`src/rtl/hex_segment_reader.sv`:
```
// hex_segment_reader: reads a time-multiplexed active-low 7-seg bus back
// into hex digits and hands complete frames out over valid/ready.
//
// Ports
//   clk_i          clock, all state on the rising edge
//   rst_i          asynchronous active-high reset
//   seg_n_i        active-low segments; bit 6 = seg 0 (top) ... bit 0 = seg 6
//                  (middle), so the bus read as a 7-bit number matches the
//                  decode table with seg 0 as MSB
//   dig_sel_i      one-hot strobe of the digit currently driven
//   frame_ready_i  consumer accepts the presented frame
//   frame_valid_o  frame_digits_o / frame_blank_o hold a complete frame
//   frame_digits_o digit k in bits [4k+3:4k]
//   frame_blank_o  digit k was blank (all segments off)
//   code_err_o     one-cycle pulse: a stable but unrecognised pattern
module hex_segment_reader #(
    parameter int NUM_DIGITS    = 4,
    parameter int STABLE_CYCLES = 8,
    parameter int SYNC_STAGES   = 2
) (
    input  logic                    clk_i,
    input  logic                    rst_i,
    input  logic [6:0]              seg_n_i,
    input  logic [NUM_DIGITS-1:0]   dig_sel_i,
    input  logic                    frame_ready_i,
    output logic                    frame_valid_o,
    output logic [4*NUM_DIGITS-1:0] frame_digits_o,
    output logic [NUM_DIGITS-1:0]   frame_blank_o,
    output logic                    code_err_o
);

    localparam int CW = $clog2(STABLE_CYCLES + 1);
    localparam int IW = (NUM_DIGITS > 1) ? $clog2(NUM_DIGITS) : 1;

    typedef enum logic {
        COLLECT,
        PRESENT
    } state_e;

    logic [SYNC_STAGES-1:0][6:0]            seg_sync_q, seg_sync_d;
    logic [SYNC_STAGES-1:0][NUM_DIGITS-1:0] sel_sync_q, sel_sync_d;

    logic [6:0]                   seg_prev_q, seg_prev_d;
    logic [NUM_DIGITS-1:0]        sel_prev_q, sel_prev_d;
    logic [CW-1:0]                cnt_q, cnt_d;
    logic [NUM_DIGITS-1:0][3:0]   work_dig_q, work_dig_d;
    logic [NUM_DIGITS-1:0]        work_blank_q, work_blank_d;
    logic [NUM_DIGITS-1:0]        mask_q, mask_d;
    logic [NUM_DIGITS-1:0][3:0]   frame_dig_q, frame_dig_d;
    logic [NUM_DIGITS-1:0]        frame_blank_q, frame_blank_d;
    logic                         code_err_q, code_err_d;
    state_e                       state_q, state_d;

    logic [6:0]            seg_s;
    logic [NUM_DIGITS-1:0] sel_s;
    logic                  sel_ok;
    logic                  same;
    logic                  commit;
    logic                  load;
    logic                  dec_ok;
    logic                  dec_blank;
    logic [3:0]            dec_nib;
    logic [IW-1:0]         idx;

    assign seg_s = seg_sync_q[SYNC_STAGES-1];
    assign sel_s = sel_sync_q[SYNC_STAGES-1];

    assign seg_sync_d = {seg_sync_q[SYNC_STAGES-2:0], seg_n_i};
    assign sel_sync_d = {sel_sync_q[SYNC_STAGES-2:0], dig_sel_i};

    assign sel_ok = $onehot(sel_s);
    assign same   = (seg_s == seg_prev_q) && (sel_s == sel_prev_q);
    // Fires once per stable run: only on the step into saturation.
    assign commit = sel_ok && same && (cnt_q == CW'(STABLE_CYCLES - 1));

    assign seg_prev_d = seg_s;
    assign sel_prev_d = sel_s;

    always_comb begin
        cnt_d = '0;
        if (!sel_ok) begin
            cnt_d = '0;
        end else if (same) begin
            if (cnt_q == CW'(STABLE_CYCLES)) begin
                cnt_d = cnt_q;
            end else begin
                cnt_d = cnt_q + CW'(1);
            end
        end else begin
            cnt_d = CW'(1);
        end
    end

    always_comb begin
        dec_ok    = 1'b1;
        dec_blank = 1'b0;
        dec_nib   = 4'h0;
        unique case (seg_s)
            7'h01: dec_nib = 4'h0;
            7'h4F: dec_nib = 4'h1;
            7'h12: dec_nib = 4'h2;
            7'h06: dec_nib = 4'h3;
            7'h4C: dec_nib = 4'h4;
            7'h24: dec_nib = 4'h5;
            7'h20: dec_nib = 4'h6;
            7'h0F: dec_nib = 4'h7;
            7'h00: dec_nib = 4'h8;
            7'h04: dec_nib = 4'h9;
            7'h08: dec_nib = 4'hA;
            7'h60: dec_nib = 4'hB;
            7'h31: dec_nib = 4'hC;
            7'h42: dec_nib = 4'hD;
            7'h30: dec_nib = 4'hE;
            7'h38: dec_nib = 4'hF;
            7'h7F: dec_blank = 1'b1;
            default: dec_ok = 1'b0;
        endcase
    end

    always_comb begin
        idx = '0;
        for (int k = 0; k < NUM_DIGITS; k++) begin
            if (sel_s[k]) begin
                idx = IW'(k);
            end
        end
    end

    always_comb begin
        state_d = state_q;
        load    = 1'b0;
        unique case (state_q)
            COLLECT: begin
                if (&mask_q) begin
                    load    = 1'b1;
                    state_d = PRESENT;
                end
            end
            PRESENT: begin
                if (frame_ready_i) begin
                    state_d = COLLECT;
                end
            end
            default: state_d = COLLECT;
        endcase
    end

    // Frame outputs take the working regs before this cycle's commit, and
    // the mask is cleared before the commit bit lands, so a digit committed
    // on the hand-off cycle belongs to the next frame.
    always_comb begin
        work_dig_d    = work_dig_q;
        work_blank_d  = work_blank_q;
        mask_d        = mask_q;
        frame_dig_d   = frame_dig_q;
        frame_blank_d = frame_blank_q;
        code_err_d    = commit && !dec_ok;
        if (load) begin
            frame_dig_d   = work_dig_q;
            frame_blank_d = work_blank_q;
            mask_d        = '0;
        end
        if (commit && dec_ok) begin
            work_dig_d[idx]   = dec_nib;
            work_blank_d[idx] = dec_blank;
            mask_d[idx]       = 1'b1;
        end
    end

    always_ff @(posedge clk_i or posedge rst_i) begin
        if (rst_i) begin
            seg_sync_q    <= '0;
            sel_sync_q    <= '0;
            seg_prev_q    <= '0;
            sel_prev_q    <= '0;
            cnt_q         <= '0;
            work_dig_q    <= '0;
            work_blank_q  <= '0;
            mask_q        <= '0;
            frame_dig_q   <= '0;
            frame_blank_q <= '0;
            code_err_q    <= 1'b0;
            state_q       <= COLLECT;
        end else begin
            seg_sync_q    <= seg_sync_d;
            sel_sync_q    <= sel_sync_d;
            seg_prev_q    <= seg_prev_d;
            sel_prev_q    <= sel_prev_d;
            cnt_q         <= cnt_d;
            work_dig_q    <= work_dig_d;
            work_blank_q  <= work_blank_d;
            mask_q        <= mask_d;
            frame_dig_q   <= frame_dig_d;
            frame_blank_q <= frame_blank_d;
            code_err_q    <= code_err_d;
            state_q       <= state_d;
        end
    end

    assign frame_valid_o  = (state_q == PRESENT);
    assign frame_digits_o = frame_dig_q;
    assign frame_blank_o  = frame_blank_q;
    assign code_err_o     = code_err_q;

endmodule

```
`config.mk`:
```
export PLATFORM = sky130hd
export DESIGN_NAME = hex_segment_reader
export DESIGN_NICKNAME = d
export VERILOG_FILES = /design/src/rtl/hex_segment_reader.sv
export SDC_FILE = /design/constraint.sdc
export NUM_CORES = 1
export LEC_CHECK = 0
export CORE_ASPECT_RATIO = 1.4
export CORE_MARGIN = 1.5
export CORE_UTILIZATION = 58
export CTS_BUF_LIST = sky130_fd_sc_hd__clkbuf_4
export DETAILED_ROUTE_END_ITERATION = 8
export PLACE_DENSITY_LB_ADDON = 0.2
export SLEW_MARGIN = 20
export SYNTH_ARGS = -nofsm -noshare
export SYNTH_HDL_FRONTEND = slang
export SYNTH_SLANG_ARGS = --single-unit
```
`constraint.sdc`:
```
create_clock -name clk_i -period 3.6 [get_ports clk_i]
set_input_delay 1.08 -clock clk_i [delete_from_list [all_inputs] [get_ports clk_i]]
set_output_delay 1.08 -clock clk_i [all_outputs]
set_load 0.05 [all_outputs]
```
==> results by group <==
Layout
  • Share of cells above drive strength 1: 20.9%
  • # nets final: 315
  • # diodes: 0
  • Post-Layout Inst Area: 4020 um^2
  • Fillers: 437
  • Storage element area: 2080 um^2
  • Area of the multi-input gates: 1290 um^2
  • Area Growth Syn to Fin: 13.8%

Place
  • DP Area: 3880 um^2
  • Worst slack, placed: 0.195 ns
  • Post-DP HPWL: 3910 um
  • RePlAce Congestion: 0.798
  • I/O Buffers: 35

Routing
  • Final antenna-violating net count: 0
  • Routed len/inst: 15.3 um
  • First-pass iteration count of the detailed router: 4
  • Vias: 2067
  • Vias per cell: 5.57
  • WL final: 5670 um
  • Number of remaining DRC errors: 0
  • Initial DRC Count: 89

GRT
  • Pin count of the biggest net entering global routing: 50
  • Gr usage total: 20.5%
  • Number of global-route vias before repair: 2060
  • Initial antenna violation count: 0
  • First-pass GRT wire length: 9660 um
  • Remaining Overflow, GRT: 0

Synth
  • Seq cells post-synth: 83
  • Synth warn: 0
  • Register area share after synthesis: 58.8%
  • Synth cell types: 52
  • Top FF cell, synth: dfrtp_1
  • Post-Syn Area: 3530 um^2
  • Syn Inst Count: 265
  • Syn Nets: 284
  • Synth async-reset ratio: 100%
  • Mean Syn Cell Area: 13.3 um^2
  • Number of flops mapped to enable cells by yosys: 0

Setup path
  • Worst path buffer plus inverter count: 2
  • CP cell instances: inv_1 > fa_1 > inv_1 > ha_1 > ha_1 > nor2_1 > nand2_1 > or4_4 > a311oi_4 > mux2_2
  • Worst setup path class: register to register
  • Arrival time at the worst endpoint: 3.72 ns
  • CP Capture Type: register
  • Startpoint type of the worst setup path: register
  • Worst EP required: 3.90 ns
  • Crit. Startpoint: sel_prev_d[1]
  • Slowest CP cell: or4_4
  • Critical path's top delay family: adder cells
  • CP max FO: 6
  • Setup slack, reg-to-reg: 0.18 ns
  • Reg2reg start: sel_prev_d[1]
  • Slowest cell delay on critical path: 0.61 ns

Clock network
  • Post-CTS sizing: 0
  • Hold-fix buffers at CTS: 0
  • CTS tree: yes
  • Htree depth: 3
  • Num CTS Buffers: 9
  • Clock Path Buffers: 2
  • Root buf cell: clkbuf_4
  • Postcts setup bufs: 0
  • Reg clk slew, reported paths: 0.12 ns
  • Clock Latency Late Sink: 0.42 ns
  • Clock sink total: 83

Floorplanning
  • Core Box Area: 5860 um^2
  • Die ar.: 6580 um^2
  • I/O pin cnt: 36
  • Row count: 33
  • Die width: 69.0 um
  • Die Ht: 95.4 um
  • Initial Util: 60.3%

Timing
  • Worst Max-Slew Pin Slew: 0.852 ns
  • Final setup margin: 0.182 ns
  • RSZ-0062 raised after global routing: false
  • Worst Hold Margin: 0.352 ns
  • Hold Violations, Final: 0
  • Worst slew margin: 43.1%
  • Final Cycle Share: 94.9%
  • Max Slew Vio Count: 0
  • Final setup violation count: 0
  • Clk_skew: 0.0163 ns
  • Final min period: 3.42 ns
  • Setup TNS: 0 ns
  • Fmax: 293 MHz

Worst hold path
  • Hold_sp: seg_sync_d[11]
  • Hold Path Class: register to register

Job
  • Max-Cap Viols: 0

Pwr
  • Worst VDD drop: 0.360 mV
  • Final Power: 1.59 mW
  • Pwr dens: 396 nW/um^2
  • Leak pwr: 1.87 nW

Run status
  • Status: finished, final reports clean
==> report_power, final <==
part           internal, mW  leakage [nW]  switching [mW]
registers             0.952          1.08          0.0289
logic                0.0446         0.716          0.0479
clock network         0.224        0.0705           0.294
total                  1.22          1.87           0.370
==> stage by stage <==
stage	utilization, %	cells
CTS	68.6	371
finish	68.6	371
global route	68.6	371
global placement	66.2	355
floorplan	-	265
detailed placement	66.3	355
==> cells in the mapped netlist, types with 2 or more instances <==
library cell	n	area share, %
a311oi_4	4	3.0
a211oi_2	2	0.71
nor3_1	3	0.42
dfrtp_1	83	59
a21o_1	4	0.85
nand3b_1	3	0.64
a21oi_1	7	0.99
mux2i_1	5	1.4
xnor2_1	11	2.7
nor2b_1	3	0.53
xnor2_2	2	0.92
inv_1	16	1.7
clkbuf_1	6	0.64
nand2_1	10	1.1
buf_2	3	0.42
nor2_1	10	1.1
o21ai_0	7	0.99
nand3_1	10	1.4
buf_6	6	1.9
nand4_1	4	0.71
ha_1	4	1.4
mux2_2	32	10
==> sequential cells by signal, summed over array words and instances, names as in the netlist <==
name	cells
seg_sync_d	7
mask_q	4
sel_sync_d	4
work_blank_q	4
frame_digits_o	16
work_dig_q	16
frame_valid_o	1
seg_prev_d	7
code_err_o	1
sel_prev_d	4
frame_blank_o	4
cnt_q	4
sel_prev_q	4
seg_prev_q	7
==> metal layers <==
layer	part of all wire (%)	track usage, %
met5	0	0
met4	3.0	10.1
met3	2.7	6.73
met2	51	31.7
met1	43	25.7
==> final timing paths <==
kind / endpoint / cells after the start
max in group asynchronous: work_dig_q[5] / 3
max: work_dig_q[1] / 10
min reg2reg: seg_prev_d[4] / 0
max reg2reg: work_dig_q[1] / 10
min: seg_prev_d[4] / 0
min in group asynchronous: seg_prev_d[4] / 2
==> cell families (layout without fill, tap and decap cells) <==
family | count (synthesis) | in the layout | synth area share, %
flip-flops | 83 | 83 | 58.8
adder cells (fa/ha/maj) | 5 | 5 | 1.98
XOR/XNOR | 14 | 14 | 3.90
AO/OA/AOI/OAI | 35 | 35 | 9.03
multiplexers | 37 | 37 | 11.6
buffers and inverters | 32 | 68 | 4.89
AND/OR/NAND/NOR | 59 | 59 | 9.81
==> final cells by class <==
type,instances,share of cell area (%)
sequential,83,51.6
multi-input combinational,150,32.0
timing repair buffer,36,9.21
tap,70,2.18
clock buffer,11,2.05
inverter,16,1.52
clock inverter,5,1.34
==> cell usage in the layout, fill, tap and decap left out, types with 2 or more instances in the layout <==
| master | instances |
|---|---|
| nand2_1 | 10 |
| nand3b_1 | 3 |
| a21oi_1 | 7 |
| mux2_2 | 32 |
| a311oi_4 | 4 |
| xnor2_1 | 11 |
| ha_1 | 4 |
| clkbuf_4 | 11 |
| mux2i_1 | 5 |
| o21ai_0 | 7 |
| dfrtp_1 | 83 |
| xnor2_2 | 2 |
| nand3_1 | 9 |
| nor3_1 | 3 |
| a21o_1 | 4 |
| a211oi_2 | 2 |
| clkinv_2 | 2 |
| inv_1 | 15 |
| clkdlybuf4s50_1 | 35 |
| clkinvlp_4 | 2 |
| nand4_1 | 4 |
| nor2_1 | 10 |
| nor2b_1 | 3 |
No activity file was read; power rests on OpenSTA's default activity.
==> edit 1: new RTL, same flow settings <==
Compare `cnt_q` against `CW'(STABLE_CYCLES - 1)` with >= in place of ==.
--- a/src/rtl/hex_segment_reader.sv
+++ b/src/rtl/hex_segment_reader.sv
@@ -72,5 +72,5 @@
     assign same   = (seg_s == seg_prev_q) && (sel_s == sel_prev_q);
     // Fires once per stable run: only on the step into saturation.
-    assign commit = sel_ok && same && (cnt_q == CW'(STABLE_CYCLES - 1));
+    assign commit = sel_ok && same && (cnt_q >= CW'(STABLE_CYCLES - 1));
 
     assign seg_prev_d = seg_s;
Formal check against the unedited RTL: no difference found for any inputs over 10 cycles, from zero or initial values and one cycle with rst_i high; that may be too few to reach the edited logic, so the function may still have changed.
==> edit 1 against the unedited design <==
Worst setup slack gained 0.12 ns; cell area grew 1.7%; largest cell class unchanged; clock power grew 25%; clock skew shrank 0.0073 ns; fmax grew 3.7%; total power grew 8.4%; critical endpoint is now work_blank_q[1]; wire length grew 0.63%; area after synthesis shrank 0.85%; sequential cell count is the same.
==> edit 1: results (changes against the unedited design) <==
[power]
ir_drop_mv = 0.4458  ; +24%
clockPowerShare_pct = 37.6  ; +5.1 points
leakage_nw = 1.882  ; +0.71%
powerComb_mw = 0.0970  ; +5.0%
power_density_mw_per_mm2 = 421.9  ; +6.6%
p_sw_mw = 0.3747  ; +1.2%

[yosys]
synthMuxAreaShare_pct = 11.71  ; +0.10 points
synth-compound-area-share_pct = 10.25  ; +1.2 points
yosysSeqAreaShare_pct = 59.29  ; +0.50 points
synth-xor-area-share_pct = 4.250  ; +0.35 points
synthTopCellsByCount = dfrtp_1, mux2_2, inv_1
synth.area.top_cells = dfrtp_1, mux2_2, a311oi_4, xor2_1, ha_1
synth_top_area_share_pct = 59.29  ; +0.50 points

[hold_path]
min-delay-path-class = flop to flop

[sta]
slew-limit-headroom_pct = 44.32  ; +1.3 points
clock_skew_ns = 0.009026  ; -0.007312 ns

[place]
dp_cells = 342  ; -3.7%
globalplace.congestion = 0.7680  ; -3.7%
place_ws_ns = 0.2879  ; +0.09319 ns
placed_area_sq_mm = 0.003908  ; +0.58%

[routing]
dr_wl_met2_mm = 2.932  ; +1.6%
drt_first_pass_iters = 6  ; +2
drt-met1-wl_mm = 2.499  ; +1.6%
wire_per_inst_um = 15.99  ; +4.6%
drtIter0Drc = 81  ; -9.0%
drt-total-wl_mm = 5.709  ; +0.63%

[cells_and_area]
fillCellCount = 424  ; -3.0%
drive_gt1_share_pct = 25.78  ; +4.9 points
nNetsFinal = 302  ; -4.1%
areaGrowthSynthToFinish_pct = 16.75

[grt]
grtUsageTotal_pct = 20.44  ; -0.081 points
grt.met2_usage_pct = 31.09  ; -0.56 points

[critical_path]
worstPathMaxFanout = 8  ; +2
arrival_ns = 3.60  ; -0.12 ns

[status]
status = complete, no violations

==> edit 1: changes by cell type in the layout (fill, tap and decap cells not counted), moves of 3 or more <==
| cell | change |
|---|---|
| nor2_1 | -5 |
| a21o_2 | +4 |
| a21oi_1 | -5 |
| nor2b_1 | -3 |
| xnor2_1 | -9 |
| nor3b_1 | +4 |
| inv_1 | -3 |
| nand4_1 | -4 |
| xor2_1 | +9 |
| a21o_1 | -3 |
| nor3_1 | -3 |
==> edit 1: worst max-delay path: stages (launching register included) <==
cell and delay [ns]:
dfrtp_1 0.44, inv_1 0.10, fa_1 0.48, inv_1 0.04, ha_1 0.17, ha_1 0.26
nor3b_1 0.41, nand4_4 0.29, a311oi_4 0.59, mux2_2 0.40
==> edit 1: logic make-up (layout without fill, tap and decap cells) <==
family / count (synthesis) / in the layout
DFF: 83 / 83
muxes: 37 / 37
adders and majority gates: 5 / 5
xor gates and xnor gates: 14 / 14
and+or+nand+nor: 48 / 48
buffers and inverters: 23 / 64
AOI/OAI and AO/OA: 36 / 36
==> edit 1: cell type report <==
class / count / area share, %
Sequential cell: 83 / 50.78
Multi-Input combinational cell: 140 / 32.46
Timing Repair Buffer: 36 / 9.055
Clock inverter: 5 / 2.508
Tap cell: 70 / 2.141
Clock buffer: 10 / 1.835
Inverter: 13 / 1.224
==> edit 1: path summary, 6_finish.rpt <==
check                               start         endpoint  slack (ns)  cells past startpoint
hold / removal             seg_sync_d[10]    seg_prev_d[3]        0.36                      0
hold reg to reg            seg_sync_d[10]    seg_prev_d[3]        0.36                      0
setup reg to reg            sel_prev_d[3]  work_blank_q[1]        0.31                      9
max in group asynchronous           rst_i   work_dig_q[10]        1.89                      3
setup / recovery            sel_prev_d[3]  work_blank_q[1]        0.31                      9
min in group asynchronous           rst_i    sel_sync_d[5]        1.06                      2
==> edit 2: new RTL, config.mk and constraints unchanged <==
Made on the original files. Change the parameter `NUM_DIGITS` from 4 to 8.
--- a/src/rtl/hex_segment_reader.sv
+++ b/src/rtl/hex_segment_reader.sv
@@ -15,5 +15,5 @@
 //   code_err_o     one-cycle pulse: a stable but unrecognised pattern
 module hex_segment_reader #(
-    parameter int NUM_DIGITS    = 4,
+    parameter int NUM_DIGITS    = 8,
     parameter int STABLE_CYCLES = 8,
     parameter int SYNC_STAGES   = 2
Interface: changed (resized dig_sel_i, frame_blank_o and frame_digits_o); port bits go from 36 to 60. The function was not compared with the original's and may differ.
==> edit 2 against the unedited design <==
The run now ends with negative setup slack left; utilization grew 4.3 points; sequential cell count grew 56; worst setup slack lost 0.43 ns; clock skew shrank 0.00084 ns; total power grew 76%; critical endpoint is now work_dig_q[6]; final cell count grew 86%; wire length grew 90%; cell area grew 70%; global-route usage grew 2.6 points; area after synthesis grew 58%; non-clock buffer count grew 54; sequential power grew 65%.
==> edit 2: results (changes against the unedited design) <==
[clock_network]
post_cts_buffers = 5  ; +5
ctsResizeCount = 17  ; +17
htreeDepth = 4  ; +1
numCtsBuffers = 17  ; +8
clk_latency_ns = 0.54  ; +0.12 ns
numClockSinks = 139  ; +67%

[yosys]
ys_types = 49  ; -5.8%
synthesis.nets = 505  ; +78%
synthCells = 478  ; +80%
synth-xor-area-share_pct = 3.145  ; -0.75 points
synthTopCellsByCount = dfrtp_1, nand2_1, mux2_2
synthMuxAreaShare_pct = 8.648  ; -3.0 points
synth-compound-area-share_pct = 2.808  ; -6.2 points
synth.area.top_cells = dfrtp_1, nand2_1, mux2_2, xor2_1, fa_1
synth-adder-area-share_pct = 2.561  ; +0.58 points

[sta]
fin_hold_ws_ns = 0.3580  ; +0.005596 ns
worst_slew_pin_slew_ns = 0.7183  ; -0.1340 ns
setup_viol = 41  ; +41
clock_skew_ns = 0.01549  ; -0.0008444 ns
fin_setup_tns_ns = -6.944  ; -6.944 ns
layout_setup_ws_ns = -0.2436  ; -0.4257 ns

[place]
globalplace.congestion = 0.8068  ; +1.1%
portBuffers = 59  ; +69%
dp_cells = 648  ; +83%
place_ws_ns = -0.3042  ; -0.4989 ns
post-dp-hpwl_mm = 7.258  ; +85%

[grt]
grt_pass1_wl_mm = 17.95  ; +86%
use_met3_pct = 5.821  ; -0.91 points
grt.met2_usage_pct = 39.52  ; +7.9 points
grtUsageTotal_pct = 23.13  ; +2.6 points
grtUsageMet1_pct = 27.39  ; +1.6 points

[critical_path]
max_stage_delay_ns = 0.55  ; -0.06 ns
r2r_cells = 16  ; +6
crit_end = work_dig_q[6]
slowest_stage = fa_1
crit_start = sel_prev_d[0]
reg2reg_from = sel_prev_d[0]

[power]
p_sw_mw = 0.6867  ; +85%
ir_drop_mv = 0.4195  ; +17%
seq_power_mw = 1.62  ; +65%
clockPowerShare_pct = 34.0  ; +1.5 points
leakage_nw = 3.405  ; +82%

[status]
status = finished with violations
violations = negative setup slack

[routing]
vias_per_cell = 5.406  ; -3.0%
wire_per_inst_um = 15.64  ; +2.3%
drtIter0Drc = 306  ; +240%
drt-total-wl_mm = 10.79  ; +90%

[cells_and_area]
regArea_sq_mm = 0.003478  ; +67%
multi_input_comb_area_sq_mm = 0.002036  ; +58%
clk_share_pct = 3.944  ; +0.55 points
sh_seq_area_pct = 50.77  ; -0.88 points
nNetsFinal = 594  ; +89%
num-clock-buffers = 19  ; +8
fillCellCount = 658  ; +51%
buffers = 90  ; +150%
buf_share_pct = 12.53  ; +3.3 points
drive_gt1_share_pct = 21.55  ; +0.62 points

[hold_path]
min_to = seg_prev_d[2]

-- edit 2: cell types whose count changed after synthesis, sizes merged, moves of 4 or more --
cell	unedited run	this run
nand2	10	139
dfrtp	83	139
xor2	1	18
xnor2	13	2
mux2	32	41
nor3	3	9
clkbuf	6	11
a311oi	4	0
nand3	10	6
nand4	4	8
nor4	1	5
o21ai	8	4
-- edit 2: routing by layer --
| metal | up-vias | share of wire [%] | wire length, um |
|---|---|---|---|
| met5 | - | 0 | 0 |
| met4 | 0 | 1.9 | 205 |
| met3 | 17 | 3.2 | 344 |
| met2 | 87 | 54 | 5840 |
| met1 | 1857 | 41 | 4404 |
| li1 | 1769 | - | - |
-- edit 2: critical path: cells and delay by family, from the launching register on --
family                     cells  cell delay, ns
DFF                            1            0.38
buffers and inverters          7            0.75
muxes                          2            0.54
adders and majority gates      5            1.90
and+or+nand+nor                2            0.18
